--- config.mk ---
export PLATFORM = sky130hd
export DESIGN_NAME = aes_key_expander
export DESIGN_NICKNAME = d
export VERILOG_FILES = /design/src/rtl/aes_key_expander.sv
export SDC_FILE = /design/constraint.sdc
export NUM_CORES = 2
export LEC_CHECK = 0
export BUFFER_PORTS_ARGS = -buffer_cell sky130_fd_sc_hd__buf_2
export CORE_AREA = 2 2 383 385
export DETAILED_ROUTE_END_ITERATION = 7
export DIE_AREA = 0 0 385 387
export PLACE_DENSITY = 0.69
export SYNTH_ARGS = -nofsm -noshare
export SYNTH_HDL_FRONTEND = slang
export SYNTH_SLANG_ARGS = --single-unit
--- constraint.sdc ---
create_clock -name clk -period 41.8 [get_ports clk]
set_clock_uncertainty 0.05 [all_clocks]
set_input_delay 8.36 -clock clk [delete_from_list [all_inputs] [get_ports clk]]
set_output_delay 8.36 -clock clk [all_outputs]
set_load 0.005 [all_outputs]
--- src/rtl/aes_key_expander.sv ---
// aes_key_expander: iterative AES-128/192/256 key schedule, one word/clock.
// Round keys leave over a valid/ready handshake; optional key store.
//
// Ports:
//   clk, rst        clock, synchronous active-high reset
//   start, key_in   begin expansion of key_in (honoured when idle)
//   busy, done      expansion in progress / one-cycle completion pulse
//   rk_valid/ready  round-key handshake; rk_idx, rk_out = round no. / key
//   rd_idx, rd_key  stored round-key read port (combinational)
//
// Config macro KEYEXP_STORE_EN: builds an NR+1 entry round-key store
// behind rd_idx/rd_key; without it rd_key is tied to zero.

module s_box (
  output logic [7:0] sbox_o,
  input  logic [7:0] sbox_i
);

  function automatic logic [7:0] gf_mul(
    input logic [7:0] a,
    input logic [7:0] b
  );
    logic [7:0] p;
    logic [7:0] x;
    p = 8'h00;
    x = a;
    for (int k = 0; k < 8; k++) begin
      if (b[k]) p = p ^ x;
      x = {x[6:0], 1'b0} ^ (x[7] ? 8'h1b : 8'h00);
    end
    return p;
  endfunction

  logic [7:0] sq;
  logic [7:0] inv;

  // inverse = x^254 = x^2 * x^4 * ... * x^128 (0 maps to 0)
  always_comb begin
    sq  = gf_mul(sbox_i, sbox_i);
    inv = sq;
    for (int k = 2; k < 8; k++) begin
      sq  = gf_mul(sq, sq);
      inv = gf_mul(inv, sq);
    end
    sbox_o = inv
           ^ {inv[6:0], inv[7]}
           ^ {inv[5:0], inv[7:6]}
           ^ {inv[4:0], inv[7:5]}
           ^ {inv[3:0], inv[7:4]}
           ^ 8'h63;
  end

endmodule

module aes_key_expander #(
  parameter int KEY_BITS = 128
) (
  input  logic                clk,
  input  logic                rst,
  input  logic                start,
  input  logic [KEY_BITS-1:0] key_in,
  output logic                busy,
  output logic                rk_valid,
  input  logic                rk_ready,
  output logic [3:0]          rk_idx,
  output logic [127:0]        rk_out,
  output logic                done,
  input  logic [3:0]          rd_idx,
  output logic [127:0]        rd_key
);

  localparam int NK = KEY_BITS / 32;
  localparam int NR = NK + 6;
  localparam logic [5:0] LAST_W = 6'(4 * (NR + 1));
  localparam logic [3:0] LAST_R = 4'(NR);
  localparam logic [2:0] PH_MAX = 3'(NK - 1);
  localparam logic [5:0] NK_W   = 6'(NK);

  if (!(KEY_BITS == 128 || KEY_BITS == 192 || KEY_BITS == 256))
  begin : g_bad_key_bits
    $error("aes_key_expander: KEY_BITS must be 128, 192 or 256");
  end

  typedef enum logic [1:0] {
    S_IDLE,
    S_GEN,
    S_HOLD,
    S_DONE
  } state_e;

  state_e state_q, state_d;

  logic [KEY_BITS-1:0]  key_q;
  logic [NK-1:0][31:0]  win_q;
  logic [95:0]          asm_q;
  logic [5:0]           i_q;
  logic [2:0]           ph_q;
  logic [7:0]           rcon_q;
  logic                 rk_valid_q;
  logic [3:0]           rk_idx_q;
  logic [127:0]         rk_out_q;

  logic        start_ok;
  logic        hs;
  logic        gen_en;
  logic        rk_load;
  logic        load_key;
  logic        use_rot;
  logic        use_sub;
  logic [31:0] prev_w;
  logic [31:0] old_w;
  logic [31:0] sb_in;
  logic [31:0] sb_out;
  logic [31:0] w_new;

  assign busy     = (state_q == S_GEN) || (state_q == S_HOLD);
  assign done     = (state_q == S_DONE);
  assign rk_valid = rk_valid_q;
  assign rk_idx   = rk_idx_q;
  assign rk_out   = rk_out_q;

  assign start_ok = (state_q == S_IDLE) && start;
  assign hs       = rk_valid_q && rk_ready;
  // a presented but unaccepted key freezes the whole schedule
  assign gen_en   = busy && (i_q != LAST_W)
                 && (!rk_valid_q || rk_ready);
  assign rk_load  = gen_en && (i_q[1:0] == 2'd3);

  assign prev_w   = win_q[0];
  assign old_w    = win_q[NK-1];
  assign load_key = (i_q < NK_W);
  assign use_rot  = !load_key && (ph_q == 3'd0);
  assign use_sub  = !load_key && (NK == 8) && (ph_q == 3'd4);
  assign sb_in    = use_rot ? {prev_w[23:0], prev_w[31:24]} : prev_w;

  for (genvar b = 0; b < 4; b++) begin : g_sbox
    s_box u_sbox (sb_out[8*b +: 8], sb_in[8*b +: 8]);
  end

  always_comb begin
    w_new = old_w ^ prev_w;
    unique case (1'b1)
      load_key: w_new = key_q[KEY_BITS-1 -: 32];
      use_rot:  w_new = old_w ^ sb_out ^ {rcon_q, 24'h0};
      use_sub:  w_new = old_w ^ sb_out;
      default:  w_new = old_w ^ prev_w;
    endcase
  end

  always_ff @(posedge clk) begin
    if (rst) state_q <= S_IDLE;
    else     state_q <= state_d;
  end

  always_comb begin
    state_d = state_q;
    unique case (state_q)
      S_IDLE: if (start) state_d = S_GEN;
      S_GEN: begin
        if (hs && rk_idx_q == LAST_R) state_d = S_DONE;
        else if (rk_valid_q && !rk_ready) state_d = S_HOLD;
      end
      S_HOLD: begin
        if (rk_ready)
          state_d = (rk_idx_q == LAST_R) ? S_DONE : S_GEN;
      end
      S_DONE:  state_d = S_IDLE;
      default: state_d = S_IDLE;
    endcase
  end

  always_ff @(posedge clk) begin
    if (rst) begin
      key_q      <= '0;
      win_q      <= '0;
      asm_q      <= '0;
      i_q        <= '0;
      ph_q       <= '0;
      rcon_q     <= 8'h01;
      rk_valid_q <= 1'b0;
      rk_idx_q   <= '0;
      rk_out_q   <= '0;
    end else if (start_ok) begin
      key_q      <= key_in;
      win_q      <= '0;
      asm_q      <= '0;
      i_q        <= '0;
      ph_q       <= '0;
      rcon_q     <= 8'h01;
      rk_valid_q <= 1'b0;
    end else begin
      if (hs) rk_valid_q <= 1'b0;
      if (gen_en) begin
        key_q <= {key_q[KEY_BITS-33:0], 32'h0};
        win_q <= {win_q[NK-2:0], w_new};
        asm_q <= {asm_q[63:0], w_new};
        i_q   <= i_q + 6'd1;
        ph_q  <= (ph_q == PH_MAX) ? 3'd0 : ph_q + 3'd1;
        if (use_rot)
          rcon_q <= {rcon_q[6:0], 1'b0}
                  ^ (rcon_q[7] ? 8'h1b : 8'h00);
        if (rk_load) begin
          rk_out_q   <= {asm_q, w_new};
          rk_valid_q <= 1'b1;
          rk_idx_q   <= i_q[5:2];
        end
      end
    end
  end

`ifdef KEYEXP_STORE_EN
  logic [127:0] store_q [NR+1];

  always_ff @(posedge clk) begin
    if (rst || start_ok) begin
      for (int e = 0; e <= NR; e++) store_q[e] <= '0;
    end else if (rk_load) begin
      store_q[i_q[5:2]] <= {asm_q, w_new};
    end
  end

  assign rd_key = (rd_idx <= LAST_R) ? store_q[rd_idx] : '0;
`else
  logic unused_rd;
  assign unused_rd = ^rd_idx;
  assign rd_key    = '0;
`endif

endmodule
==> results.ini <==
[run_status]
status=complete, no violations

[clock_network]
clk_latency_ns=0.59
cts-root-buf=clkbuf_16
cts.path.max_buffers=3
cts_setup_buffers=0
clkSinkCount=408
htree_levels=2
cts_resized=0
clkTransAtPathRegs_ns=0.06
cts_made_buffers=42
holdBufCountCts=0
cts_tree=yes

[placement]
place_area_sq_um=81500
hpwlAfterDp_mm=173
gp_congestion=0.940
numPortBuffers=266

[floorplan]
initial_utilization_pct=54.6
io_pins=399
core-area_sq_um=145000
rows=140
design.die.area_sq_um=149000
die_h_um=387
die_w_um=385

[grt]
antenna_found_initial=9
track_usage_pct=30.9
grt_pass1_vias=68900
grt_start_max_net_pins=217
overflow=0
grt_pass1_wl_mm=383

[yosys]
synthFlopType=dfxtp_1
ys_seq_area_share_pct=10.3
synth_edf_count=0
ys_async_sr_fraction_pct=0
synth_area_sq_um=79100
syn-instance-count=10500
synth_warnings=0
avgSynthCellArea_sq_um=7.56
yosysUniqueCellTypes=142
synth-seq-cells=408

[critical_path]
path_buf_inv=5
crit_type=reg2reg
path_delay_family=XOR/XNOR gates
r2r_end=rk_out[19]
r2r_start=i_q[4]
crit_arrival_ns=22.06
slowest_delay_ns=0.90
required_ns=42.22
path_depth=57
endpoint=rk_out[19]
critPathLaunchType=flip-flop
cp_slowest_cell=xnor3_1
reg2reg_setup_slack_ns=20.16
critPathMaxFanout=39
endpoint_kind=flip-flop
crit_path_start=i_q[4]
rr_worst_depth=57

[timing]
rsz0062_at_grt=false
setup_tns_ns=0
slew_headroom_pct=17.1
drv_slew=0
worst_pin_slew_ns=1.24
fin_crit_ns=21.64
post-route-period-util_pct=51.8
fmax_mhz=46.2
finalHoldViolCount=0
setup_violations=0

[routing]
route.vias.total=74900
avgViaCountPerCell=6.12
dr.pass1.iters=6
drt-total-wl_mm=242
drt.antenna.violating_nets=0
remaining_drc_errors=0
dr.first_iter.drc_count=7952
routedWlPerCell_um=19.8

[finish]
layout.nets=10400
stdcell_area_sq_um=82800
layout_common_cells=nand2_1 (1639), xnor2_1 (1418), nor2_1 (1306)
post-route-util_pct=57.2
final_layout_size_suffix_gt1_share_pct=9.77
flow.area_growth_from_synthesis_pct=4.65
layout_commonest_cell=nand2_1

[hold_path]
worst_hold_path_type=reg2reg

[flow_run]
maxCapViolations=0

## how the worst min path moves through the flow
stage | startpoint | end | slack [ns] | cells past startpoint
floorplan | ph_q[2] | ph_q[2] | 0.38 | 2
global placement | rk_out[10] | rk_out[10] | 0.38 | 2
detailed placement | rk_out[22] | rk_out[22] | 0.39 | 2
CTS | win_q[94] | rk_out[126] | 0.40 | 2
global route | win_q[94] | rk_out[126] | 0.42 | 2
finish | rk_out[22] | rk_out[22] | 0.40 | 2
## kinds of logic (layout without fill, tap and decap cells)
logic type	count (synthesis)	count (layout)	share of synthesized area [%]
adders and majority gates	31	31	0.481
buffers and inverters	1001	712	5.90
other	1	132	0.00474
xor gates and xnor gates	2569	2569	39.5
AOI/OAI and AO/OA	2277	2277	18.8
DFF	408	408	10.3
muxes	319	319	4.20
and+or+nand+nor	3861	3861	20.8
## worst reg2reg max path, delay by kind of cell, from the launching register on
family | cells | cell delay, ns
xor gates and xnor gates | 25 | 11.49
and+or+nand+nor | 15 | 4.18
AOI/OAI and AO/OA | 8 | 2.07
buffers and inverters | 5 | 1.58
adders and majority gates | 2 | 0.92
DFF | 1 | 0.62
muxes | 2 | 0.60
## synth_stat cells (53+ instances only)
cell type	number	area share (%)
inv_1	90	0.43
mux2i_1	254	3.2
and2_1	54	0.43
nand2_1	1640	7.8
xnor3_1	437	12
clkbuf_1	502	2.4
a22oi_1	53	0.50
buf_2	145	0.92
nor2_1	1307	6.2
buf_4	164	1.6
o22ai_1	119	0.94
nand2b_1	61	0.48
a21oi_1	735	4.6
buf_1	63	0.30
o21ai_1	70	0.44
o211ai_1	89	0.84
xor3_1	63	1.9
o21ai_0	368	2.3
xnor2_1	1447	16
xnor2_2	93	1.9
xor2_1	446	4.9
nor3_1	224	1.4
a31oi_1	96	0.76
dfxtp_1	408	10
nand3_1	239	1.5
a211oi_1	100	0.95
a311oi_1	115	1.3
## layer usage
| layer | vias up | track usage [%] | wire length, um | share of wire, % |
|---|---|---|---|---|
| li1 | 35500 | - | - | - |
| met1 | 35900 | 42.4 | 103000 | 42 |
| met2 | 3015 | 50.7 | 115000 | 48 |
| met3 | 424 | 2.58 | 15800 | 6.5 |
| met4 | 10 | 10.4 | 8330 | 3.4 |
| met5 | - | 0 | 65 | 0.027 |
## flip-flops by register name (all words and copies together) (netlist names)
signal	count
rk_valid	1
state_q	2
ph_q	3
old_w	32
rk_out	128
i_q	6
win_q	63
rcon_q	8
asm_q	2
key_q	128
prev_w	31
rk_idx	4
## layout make-up
class                      count  area, sq um
timing repair buffer         525         3300
tap                         1917         2400
antenna                        4         10.0
fill                       13500        62000
clock inverter                13          156
inverter                     112          423
multi-input combinational   9185        67200
sequential                   408         8170
clock buffer                  62         1210
## stage by stage
step | worst slack [ns] | cells | hold slack [ns]
CTS | 20.39 | 12200 | 0.399
floorplan | 24.54 | 10600 | 0.378
finish | 20.16 | 12200 | 0.404
global placement | 20.77 | 12100 | 0.382
detailed placement | 20.51 | 12100 | 0.395
global route | 19.05 | 12200 | 0.418
Power is left out: the tool's default activity adds up to more than one toggle a clock period on the data nets, which glitch-free logic cannot reach.
